`config.mk`:
```
export PLATFORM = sky130hd
export DESIGN_NAME = aclk_timegen
export DESIGN_NICKNAME = d
export VERILOG_FILES = /design/src/rtl/aclk_pkg.sv /design/src/rtl/aclk_mod_counter.sv /design/src/rtl/aclk_timegen.sv
export SDC_FILE = /design/constraint.sdc
export NUM_CORES = 1
export LEC_CHECK = 0
export ABC_AREA = 1
export BUFFER_PORTS_ARGS = -buffer_cell sky130_fd_sc_hd__buf_2
export CAP_MARGIN = 20
export CORE_MARGIN = 3
export CORE_UTILIZATION = 35
export DETAILED_ROUTE_END_ITERATION = 6
export PLACE_DENSITY = 0.65
export SETUP_SLACK_MARGIN = 0.5
export SLEW_MARGIN = 10
export SYNTH_ARGS = -nofsm -noshare
export SYNTH_HDL_FRONTEND = slang
export SYNTH_SLANG_ARGS = --single-unit
```
`constraint.sdc`:
```
create_clock -name clk -period 1.3 [get_ports clk]
set_input_delay 0.26 -clock clk [delete_from_list [all_inputs] [get_ports clk]]
set_output_delay 0.26 -clock clk [all_outputs]
set_load 0.1 [all_outputs]
```
`src/rtl/aclk_pkg.sv`:
```
// rtl/aclk_pkg.sv - shared timing constants for the alarm clock blocks
package aclk_pkg;

    localparam int CLK_PER_SEC_DEFAULT = 256;
    localparam int SEC_PER_MIN         = 60;
    localparam int SEC_W               = 6;

endpackage

```
`src/rtl/aclk_mod_counter.sv`:
```
// rtl/aclk_mod_counter.sv - modulo-N counter with enable, sync clear and registered terminal pulse
module aclk_mod_counter #(
    parameter int N = 60,
    parameter int W = (N > 1) ? $clog2(N) : 1
) (
    input  logic         clk,
    input  logic         rst,
    input  logic         en,
    input  logic         clr,
    output logic [W-1:0] count,
    output logic         wrap,
    output logic         tc
);

    // wrap is the combinational "this edge wraps" strobe so a cascaded
    // counter can advance on the very same edge; clear always wins.
    assign wrap = en && !clr && (count == W'(N - 1));

    // count state and the registered terminal-count pulse
    always_ff @(posedge clk or posedge rst) begin
        if (rst) begin
            count <= '0;
            tc    <= 1'b0;
        end else if (clr) begin
            count <= '0;
            tc    <= 1'b0;
        end else begin
            tc <= wrap;
            if (en) begin
                count <= wrap ? '0 : count + W'(1);
            end
        end
    end

endmodule

```
`src/rtl/aclk_timegen.sv`:
```
// rtl/aclk_timegen.sv - one-second / one-minute pulse generator with fastwatch test mode
module aclk_timegen
    import aclk_pkg::*;
#(
    parameter int CLK_PER_SEC = CLK_PER_SEC_DEFAULT
) (
    input  logic             clk,
    input  logic             rst,
    input  logic             reset_count,
    input  logic             fastwatch,
    output logic             one_second,
    output logic             one_minute,
    output logic [SEC_W-1:0] seconds
);

    localparam int CNT_W = (CLK_PER_SEC > 1) ? $clog2(CLK_PER_SEC) : 1;

    // sub-second phase; only its wrap strobe is consumed here
    logic [CNT_W-1:0] sec_cnt_unused;
    logic             sec_tick;
    logic             min_tick;
    // the minute pulse is re-registered below so fastwatch can substitute
    // the second pulse, so the divider's own pulse is not needed
    logic             min_tc_unused;
    logic             fw_q;
    logic             fw_change;

    assign fw_change = fastwatch ^ fw_q;

    aclk_mod_counter #(
        .N (CLK_PER_SEC),
        .W (CNT_W)
    ) u_sec_div (
        .clk   (clk),
        .rst   (rst),
        .en    (1'b1),
        .clr   (reset_count),
        .count (sec_cnt_unused),
        .wrap  (sec_tick),
        .tc    (one_second)
    );

    // a fastwatch change restarts the minute so the mode switch never
    // produces a short or spurious minute
    aclk_mod_counter #(
        .N (SEC_PER_MIN),
        .W (SEC_W)
    ) u_min_div (
        .clk   (clk),
        .rst   (rst),
        .en    (sec_tick),
        .clr   (reset_count | fw_change),
        .count (seconds),
        .wrap  (min_tick),
        .tc    (min_tc_unused)
    );

    // fastwatch history and registered minute pulse selection
    always_ff @(posedge clk or posedge rst) begin
        if (rst) begin
            fw_q       <= 1'b0;
            one_minute <= 1'b0;
        end else begin
            fw_q <= fastwatch;
            if (reset_count || fw_change) begin
                one_minute <= 1'b0;
            end else if (fastwatch) begin
                one_minute <= sec_tick;
            end else begin
                one_minute <= min_tick;
            end
        end
    end

endmodule

```
==> flow_metrics.tcl <==
set metrics [dict create \
    ctsRootBufferMaster "clkbuf_4" \
    grt.overflow.total 0 \
    min_period_ps 1370 \
    worstPathArrival_ps 1620 \
    ys_seq_elements 17 \
    hold_class "primary input to flop" \
    final_area_mm2 0.00146 \
    path_max_fanout 7 \
    power_frac_comb_pct 9.0 \
    intPower_mw 0.690 \
    rrSetupSlack_ps -70 \
    synth_cells 105 \
    drtIter0Drc 27 \
    p_sw_mw 0.242 \
    yosys_warnings 0 \
    synth_ff_type "dfrtp_1" \
    clock-skew-final_ps 8.63 \
    power_frac_seq_pct 58.7 \
    finalSetupViolations 11 \
    cts_tree "built" \
    startpoint "u_sec_div.count[0]" \
    pin_count 12 \
    clock_sinks 17 \
    grt_usage_pct 14.9 \
    clk_latency_ps 300 \
    die_w_um 56.3 \
    critPathCaptureType "flop" \
    avgRoutedWirePerCell_um 13.5 \
    rows 17 \
    htree_levels 1 \
    finalHoldViolations 0 \
    drt_pass1_iterations 4 \
    antenna_left 0 \
    synth_top_area_share_pct 48.0 \
    cp_cell_sequence "ha_4 -> nand2_4 -> nor2_4 -> nand4_4 -> nor2_4 -> nand3_1 -> nand2_1" \
    yosys.area.top_type "dfrtp_1" \
    gp_congestion 0.843 \
    fmax_mhz 730 \
    syn-num-nets 111 \
    grt_max_degree 18 \
    ys_async_sr_fraction_pct 100 \
    initial_core_util_pct 38.6 \
    p_per_area_mw_per_mm2 640 \
    endpoint "u_min_div.count[2]" \
    synth_edf_count 0 \
    area_growth_pct 64.2 \
    drc 0 \
    viasPerCell 4.98 \
    p_sw_share_pct 25.9 \
    hpwl_um 1400 \
    yosysMostFrequentCell "nand2_1" \
    vias 851 \
    r2r_start "u_sec_div.count[0]" \
    cts_buffer_depth 2 \
    cts_buffers 3 \
    outcome "complete, but fails checks" \
    crit_slowest_cell "dfrtp_1" \
    crit_required_ps 1540 \
    cap_viol_max_count 0 \
    grt_pass1_vias 816 \
    crit_type "flop to flop" \
    post_dp_cell_area_mm2 0.00119 \
    synth_cell_types 20 \
    leakage_nw 0.718 \
    timing.hold.ws_ps 97.6 \
    coreArea_mm2 0.00230 \
    final_max_slew_viol_count 0 \
    r2r_cells 7 \
    tightest_slew_ps 298 \
    port_buffers 11 \
    drive_above_1_share_pct 50.3 \
    slew-limit-headroom_pct 80.1 \
    clockPowerShare_pct 32.2 \
    wl_um 2310 \
    ir_drop_mv 0.746 \
    netlist_area_um2 887 \
    timing.final.crit_share_pct 105 \
    violations "setup timing" \
    grt_pass1_wl_um 3730 \
    synthTopCellsByCount "nand2_1 (23), inv_1 (20), dfrtp_1 (17)" \
    setup_slack_ps -70.8 \
    clk_pin_slew_ps 110 \
    worst_setup_path_start_kind "flop" \
    die_h_um 56.3 \
    antenna_found_initial 0 \
    cpPeakStageDelay_ps 410 \
    dieArea_mm2 0.00317 \
    num_antenna_cells 0 \
    avgSynthCellArea_um2 8.45 \
    layout.nets 150 \
    reg2reg_to "u_min_div.count[2]" \
    ys_seq_area_share_pct 48.0 \
    critPathMostFrequentCell "nor2_4" \
    rsz0062_at_grt "true" \
    synth.top_cells.by_area "dfrtp_1 (48%), nand2_1 (9.7%), inv_1 (8.5%), nand3_1 (6.8%), xor2_1 (4.9%)" \
]
==> layout by cell type (no fill, tap or decap), types with 5 or more instances in the layout <==
cell type  netlist  routed
nand2_1         23      22
inv_1           20      16
buf_4            0      15
dfrtp_1         17       8
dfrtp_4          0       8
buf_12           0       8
nand3_1         12       7
buf_6            0       7
xor2_1           5       5
inv_2            1       5
nand3_2          0       5
==> per-stage QoR <==
| stage | TNS [ps] | setup WS, ps | util, % | power (mW) | instances |
|---|---|---|---|---|---|
| after CTS | -424 | -57.3 | 61.7 | 0.920 | 167 |
| after detailed placement | -157 | -32.4 | 52.0 | 0.621 | 148 |
| final | -552 | -70.8 | 63.4 | 0.932 | 171 |
| after floorplan | -10.1 | -10.1 | - | 0.595 | 105 |
| after global routing | -1270 | -149 | 63.4 | 0.970 | 171 |
| after global placement | 0 | 23.4 | 52.0 | 0.616 | 148 |
==> how the worst min path moves through the flow <==
stage / start / to / slack [ps] / depth (start not counted)
2_1_floorplan: rst / fw_q / 190 / 1
3_3_place_gp: rst / u_sec_div.count[1] / 280 / 3
3_5_place_dp: rst / one_minute / 280 / 3
4_1_cts: fastwatch / fw_q / 100 / 1
5_1_grt: fastwatch / fw_q / 100 / 1
6_report: fastwatch / fw_q / 100 / 1
==> metal layers <==
metal / vias up / wire length (um) / GRT usage [%]
met4: 0 / 52 / 4.75
li1: 402 / - / -
met5: - / 0 / 0
met2: 32 / 1230 / 25.5
met1: 409 / 930 / 18.9
met3: 8 / 104 / 2.76
==> cell type report <==
| class | count | area [um2] |
|---|---|---|
| clock buffers | 3 | 22.5 |
| clock inverters | 1 | 7.51 |
| fillers | 169 | 841 |
| inverters | 21 | 78.8 |
| multi-input cells | 67 | 479 |
| flip-flops and latches | 17 | 457 |
| well taps | 28 | 35.0 |
| repair buffers | 34 | 377 |
==> state kept, by name (all words and copies together), names as in the netlist <==
signal           count
u_sec_div.count      8
u_sec_div.tc         1
u_min_div.count      6
fw_q                 1
one_minute           1
==> worst max-delay path: cells and delay by family (launching register included) <==
kind	cells	cell delay [ps]
simple gates	6	720
fa+ha+maj	1	170
flops	1	410
==> cell families (layout without fill, tap and decap cells) <==
logic type                 Yosys count  in the layout  synth area share, %
AOI/OAI and AO/OA                    4              4                 2.54
buffers and inverters               21             59                 8.89
DFF                                 17             17                 48.0
xor gates and xnor gates             6              6                 5.92
adders and majority gates            2              2                 2.82
and+or+nand+nor                     55             55                 31.9
==> power by group through the flow <==
stage	Sequential (mW)	Clock [mW]	Combinational (mW)
5_1_grt	0.548	0.327	0.0951
2_1_floorplan	0.556	0	0.0392
6_report	0.547	0.300	0.0843
3_5_place_dp	0.558	0	0.0630
3_3_place_gp	0.557	0	0.0596
4_1_cts	0.547	0.299	0.0750
==> what timing repair did <==
item,in CTS,in global routing
setup endpoints to repair,24,24
endpoints found under the hold margin,17,0
setup buffers,14,4
pin swaps,3,6
resized for setup,18,6
hold buffers,1,0
(Power assumes the default switching activity.)
